<file path="config.mk">
export PLATFORM = sky130hd
export DESIGN_NAME = hex_digit_source
export DESIGN_NICKNAME = d
export VERILOG_FILES = /design/src/rtl/lasd_pkg.sv /design/src/rtl/hex_digit_source_key_debouncer.sv /design/src/rtl/hex_digit_source.sv
export SDC_FILE = /design/constraint.sdc
export NUM_CORES = 1
export LEC_CHECK = 0
export CAP_MARGIN = 20
export CELL_PAD_IN_SITES_DETAIL_PLACEMENT = 0
export CELL_PAD_IN_SITES_GLOBAL_PLACEMENT = 1
export CORE_ASPECT_RATIO = 0.7
export CORE_MARGIN = 4
export CORE_UTILIZATION = 41
export CTS_BUF_LIST = sky130_fd_sc_hd__clkbuf_4 sky130_fd_sc_hd__clkbuf_8 sky130_fd_sc_hd__clkbuf_16
export DETAILED_ROUTE_END_ITERATION = 8
export MAX_ROUTING_LAYER = met4
export PLACE_DENSITY = 0.73
export SETUP_SLACK_MARGIN = 0.5
export SLEW_MARGIN = 15
export SYNTH_ARGS = -nofsm -noshare
export SYNTH_HDL_FRONTEND = slang
export SYNTH_SLANG_ARGS = --single-unit
export TNS_END_PERCENT = 1
</file>
<file path="constraint.sdc">
create_clock -name clk -period 2 [get_ports clk]
set_input_delay 0.4 -clock clk [delete_from_list [all_inputs] [get_ports clk]]
set_output_delay 0.4 -clock clk [all_outputs]
set_load 0.03 [all_outputs]
</file>
<file path="src/rtl/lasd_pkg.sv">
// Shared types and helpers for the hex digit source: nibble type, run/stop
// state encoding and the modulo-16 step used by the digit register.
package lasd_pkg;

  typedef logic [3:0] nibble_t;

  typedef enum logic {
    STOP = 1'b0,
    RUN  = 1'b1
  } run_state_t;

  localparam nibble_t NIBBLE_MAX = 4'hF;

  // Next digit value for one count step, wrapping modulo 16.
  function automatic nibble_t step_nibble(input nibble_t d, input logic up);
    return up ? nibble_t'(d + 4'd1) : nibble_t'(d - 4'd1);
  endfunction

  // True when a count step from d in the given direction crosses the wrap point.
  function automatic logic step_wraps(input nibble_t d, input logic up);
    return up ? (d == NIBBLE_MAX) : (d == nibble_t'(0));
  endfunction

endpackage

</file>
<file path="src/rtl/hex_digit_source_key_debouncer.sv">
// Pushbutton conditioning: 2-flop synchronizer, stability counter, debounced
// level and a single-cycle registered press pulse on the 1->0 level change.
module key_debouncer
  import lasd_pkg::*;
#(
  parameter int DEBOUNCE_CYCLES = 1_000_000
) (
  input  logic clk,
  input  logic rst_n,
  input  logic key_n,
  output logic press
);

  localparam int CW = $clog2(DEBOUNCE_CYCLES + 1);

  logic          key_p0;
  logic          key_p1;
  logic [CW-1:0] cnt;
  logic          level;
  logic          level_d;

  // Synchronize the raw key, count disagreement with the accepted level and
  // flip the level once it has been contradicted for DEBOUNCE_CYCLES cycles.
  always_ff @(posedge clk or negedge rst_n) begin
    if (!rst_n) begin
      key_p0  <= 1'b1;
      key_p1  <= 1'b1;
      cnt     <= '0;
      level   <= 1'b1;
      level_d <= 1'b1;
      press   <= 1'b0;
    end else begin
      // stage p0 -> p1: metastability filter
      key_p0 <= key_n;
      key_p1 <= key_p0;
      // stage p1 -> level: stability counter
      if (key_p1 == level) begin
        cnt <= '0;
      end else if (cnt == CW'(DEBOUNCE_CYCLES - 1)) begin
        level <= key_p1;
        cnt   <= '0;
      end else begin
        cnt <= cnt + 1'b1;
      end
      // stage level -> press: falling edge of the debounced level only
      level_d <= level;
      press   <= level_d & ~level;
    end
  end

endmodule

</file>
<file path="src/rtl/hex_digit_source.sv">
// Single hex digit source for the 7-segment decoder. The digit is loaded from
// switches on a debounced key press and counts up/down on prescaler ticks
// while the run switch is on.
module hex_digit_source
  import lasd_pkg::*;
#(
  parameter int CLK_HZ          = 50_000_000,
  parameter int TICK_HZ         = 1,
  parameter int DEBOUNCE_CYCLES = 1_000_000
) (
  input  logic    clk,
  input  logic    rst_n,
  input  nibble_t load_val,
  input  logic    load_key_n,
  input  logic    run,
  input  logic    up_dn,
  output nibble_t digit,
  output logic    wrap,
  output logic    tick,
  output logic    running
);

  localparam int DIV = CLK_HZ / TICK_HZ;
  localparam int PW  = (DIV > 2) ? $clog2(DIV) : 1;

  if (DIV < 2) begin : g_div_check
    $error("hex_digit_source: CLK_HZ/TICK_HZ must be at least 2");
  end

  if (DEBOUNCE_CYCLES < 1) begin : g_db_check
    $error("hex_digit_source: DEBOUNCE_CYCLES must be at least 1");
  end

  logic          press;
  logic          run_p0;
  logic          run_p1;
  logic          updn_p0;
  logic          updn_p1;
  logic [PW-1:0] presc;
  run_state_t    state;

  key_debouncer #(
    .DEBOUNCE_CYCLES(DEBOUNCE_CYCLES)
  ) u_key (
    .clk   (clk),
    .rst_n (rst_n),
    .key_n (load_key_n),
    .press (press)
  );

  // Bring the run and direction switches into the clock domain.
  always_ff @(posedge clk or negedge rst_n) begin
    if (!rst_n) begin
      run_p0  <= 1'b0;
      run_p1  <= 1'b0;
      updn_p0 <= 1'b0;
      updn_p1 <= 1'b0;
    end else begin
      // stage p0 -> p1: metastability filter
      run_p0  <= run;
      run_p1  <= run_p0;
      updn_p0 <= up_dn;
      updn_p1 <= updn_p0;
    end
  end

  assign tick = (presc == PW'(DIV - 1));

  // Free-running prescaler; a load restarts it so the next count is a full period away.
  always_ff @(posedge clk or negedge rst_n) begin
    if (!rst_n) begin
      presc <= '0;
    end else if (press || tick) begin
      presc <= '0;
    end else begin
      presc <= presc + 1'b1;
    end
  end

  // Run/stop state machine following the synchronized run switch.
  always_ff @(posedge clk or negedge rst_n) begin
    if (!rst_n) begin
      state   <= STOP;
      running <= 1'b0;
    end else begin
      case (state)
        STOP: if (run_p1) begin
          state   <= RUN;
          running <= 1'b1;
        end
        RUN: if (!run_p1) begin
          state   <= STOP;
          running <= 1'b0;
        end
        default: begin
          state   <= STOP;
          running <= 1'b0;
        end
      endcase
    end
  end

  // Digit register: load has priority over a count step on a coinciding tick.
  always_ff @(posedge clk or negedge rst_n) begin
    if (!rst_n) begin
      digit <= '0;
      wrap  <= 1'b0;
    end else if (press) begin
      digit <= load_val;
      wrap  <= 1'b0;
    end else if ((state == RUN) && tick) begin
      digit <= step_nibble(digit, updn_p1);
      wrap  <= step_wraps(digit, updn_p1);
    end else begin
      wrap  <= 1'b0;
    end
  end

endmodule
</file>
==> flow_metrics.env <==
export IMPL_grt_util_met3_pct=5.57
export IMPL_synthToLayoutAreaGrowth_pct=32.6
export IMPL_tns_ns=-0.102
export IMPL_p_per_area_nw_per_um2=629
export IMPL_synth_edf_count=0
export IMPL_dp_hpwl_um=4660
export IMPL_grt_util_all_layers_pct=17.9
export IMPL_antenna_found_initial=0
export IMPL_path_clk_slew_ns=0.07
export IMPL_pwr_share_seq_pct=50.2
export IMPL_critPathCaptureType="output port"
export IMPL_seq_area_frac_synth_pct=50.4
export IMPL_synth_simple_area_share_pct=27.1
export IMPL_vias=2592
export IMPL_ctsLongestPathBuffers=2
export IMPL_drv_cap=0
export IMPL_grt_max_degree=63
export IMPL_yosys_area_share_adder_pct=2.27
export IMPL_yosys_area_top_type_share_pct=47.0
export IMPL_netlist_top_cells_count="58 x dfrtp_1, 33 x nor2_1, 25 x nand3_1"
export IMPL_slowest_stage="dfrtp_2"
export IMPL_arrival_ns=1.70
export IMPL_leakagePower_nw=1.57
export IMPL_drtAntennaViolNets=0
export IMPL_swShare_pct=22.6
export IMPL_use_met2_pct=23.5
export IMPL_yosysUniqueCellTypes=41
export IMPL_top_register="presc"
export IMPL_critPathKind="flip-flop to output port"
export IMPL_slew_headroom_pct=71.2
export IMPL_p_int_mw=2.00
export IMPL_grt_pass1_vias=2487
export IMPL_htree_levels=3
export IMPL_synth_most_common_cell="dfrtp_1"
export IMPL_via_per_inst=5.68
export IMPL_dr_pass1_iters=4
export IMPL_outcome="complete, but fails checks"
export IMPL_ys_ff_latch=62
export IMPL_yosys_area_top_type="dfrtp_1"
export IMPL_cts_root_buf="clkbuf_8"
export IMPL_dp_cells=435
export IMPL_period_minus_slack_ns=2.10
export IMPL_vdd_drop_max_v=0.000323
export IMPL_fin_crit_sh_pct=105
export IMPL_reg_top3="presc x26, u_key.cnt x20, digit x4"
export IMPL_rsz0062_at_grt="true"
export IMPL_cts_buffers=9
export IMPL_nFillCells=637
export IMPL_setup_viol=1
export IMPL_worst_pin_slew_ns=0.429
export IMPL_violations="setup timing"
export IMPL_final_max_slew_viol_count=0
export IMPL_drtIter0Drc=166
export IMPL_setup_slack_ns=-0.102
export IMPL_start_util_pct=42.2
export IMPL_die_w_um=112
export IMPL_worstPathCellList="nor4b_4 > nand4_1 > buf_6 > nor3_4 > buf_6"
export IMPL_syn_nets=330
export IMPL_whs_ns=0.0756
export IMPL_syn_area_um2=3090
export IMPL_crit_top_cell="buf_6"
export IMPL_insertion_delay_ns=0.34
export IMPL_fin_nets=367
export IMPL_portBuffers=15
export IMPL_yosys_warnings=0
export IMPL_overflow=0
export IMPL_p_clk_share_pct=45.1
export IMPL_cp_start_kind="flip-flop"
export IMPL_grt_most_used_layer="met1"
export IMPL_largest_reg_flops=26
export IMPL_ios=16
export IMPL_synth_area_mux_share_pct=0.365
export IMPL_synthCells=316
export IMPL_syn_area_per_cell_um2=9.77
export IMPL_cp_data_required_time_ns=1.60
export IMPL_synth_ff_type="dfrtp_1"
export IMPL_synth_top_family_by_area="simple AND/OR/NAND/NOR gates"
export IMPL_wl_per_cell_um=15.6
export IMPL_globalplace_congestion=0.838
export IMPL_hold_viol_final=0
export IMPL_critPathMaxStageDelay_ns=0.45
export IMPL_fin_skew_ns=0.00874
export IMPL_fp_dieH_um=80.6
export IMPL_antennaDiodeCount=0
export IMPL_cp_max_fo=6
export IMPL_remaining_drc_errors=0
export IMPL_synth_xor_area_share_pct=7.09
export IMPL_power_frac_comb_pct=4.7
export IMPL_max_freq_mhz=476
export IMPL_drive_gt1_share_pct=34.1
export IMPL_grt_pass1_wl_um=12500
export IMPL_dieArea_um2=9000
export IMPL_gr_usage_met1_pct=26.3
export IMPL_core_area_um2=7320
export IMPL_synthTopCellsByArea="dfrtp_1 47%, nand3_1 4.1%, nor2_1 4.0%"
export IMPL_total_power_mw=2.58
export IMPL_synth_compound_area_share_pct=10.1
export IMPL_p_switching_uw=581
export IMPL_wl_um=7130
export IMPL_rows=26
export IMPL_instances_no_fill=456
export IMPL_cts_sinks=62
export IMPL_cts_tree="yes"
export IMPL_hp_class="input port to async pin"
export IMPL_synthArstFlopShare_pct=100
-- worst paths after layout --
check | startpoint | endpoint | slack (ns) | cells after the start
setup / recovery | presc[11] | tick | -0.10 | 5
hold / removal | rst_n | digit[1] | 0.08 | 2
setup reg to reg | u_key.cnt[9] | u_key.cnt[18] | 0.04 | 4
hold reg to reg | u_key.key_p0 | u_key.key_p1 | 0.36 | 0
max in group asynchronous | rst_n | u_key.key_p0 | 1.61 | 2
min in group clk | u_key.key_p0 | u_key.key_p1 | 0.36 | 0
-- routing by layer --
metal | wire length, um | part of all wire (%)
met3 | 346 | 4.9
met1 | 3730 | 52
met5 | 0 | 0
met4 | 74 | 1.0
met2 | 2980 | 42
-- per-stage QoR --
stage / utilization, % / area (um2) / setup WS [ns]
after floorplan: - / 3140 / 0.207
after global placement: 48.0 / 3520 / 0.151
after detailed placement: 48.0 / 3520 / 0.0466
after CTS: 54.4 / 3980 / -0.0834
after global routing: 55.9 / 4090 / -0.224
final: 55.9 / 4090 / -0.102
-- kinds of logic after synthesis --
family,Yosys count
AOI/OAI and AO/OA,53
xor gates and xnor gates,25
adders and majority gates,5
buffers and inverters,21
DFF,62
muxes,1
and+or+nand+nor,149
-- final cells by class --
cell class	count	area [um2]	share of cell area (%)
Clock buffer	13	166	4.06
Clock inverter	3	42.5	1.04
Inverter	10	37.5	0.917
Multi-Input combinational cell	233	1810	44.2
Sequential cell	62	1570	38.4
Tap cell	98	123	3.00
Timing Repair Buffer	37	340	8.31
-- power by group through the flow --
stage	logic, mW	registers (mW)	clock network (mW)
finish	0.122	1.29	1.16
global route	0.136	1.30	1.26
CTS	0.119	1.29	1.19
detailed placement	0.111	1.31	0
global placement	0.111	1.31	0
floorplan	0.0356	1.32	0
-- critical path: cells and delay by family (launching register included) --
kind                   cells  cell delay (ns)
buffers and inverters      2             0.31
flip-flops                 1             0.45
AND/OR/NAND/NOR            3             0.60
-- timing repair --
action                     4_1_cts  5_1_grt
buffers inserted                 2        3
pin swaps                       82       25
gates resized for setup         92       29
setup endpoints to repair       58       53
hold buffers                     0        0
-- layout by cell type, fill, tap and decap left out, types with 7 or more instances in the layout --
| cell type | count |
|---|---|
| a21oi_2 | 13 |
| buf_4 | 14 |
| buf_6 | 7 |
| clkbuf_8 | 11 |
| clkdlybuf4s50_1 | 7 |
| dfrtp_1 | 44 |
| dfrtp_2 | 14 |
| inv_1 | 9 |
| nand2_1 | 15 |
| nand3_1 | 24 |
| nand4_1 | 13 |
| nor2_1 | 19 |
| nor2_4 | 12 |
| o21ai_0 | 14 |
| or3_1 | 12 |
| xnor2_1 | 11 |
| xor2_1 | 14 |
Note: power is estimated with default switching activity, not from simulation.
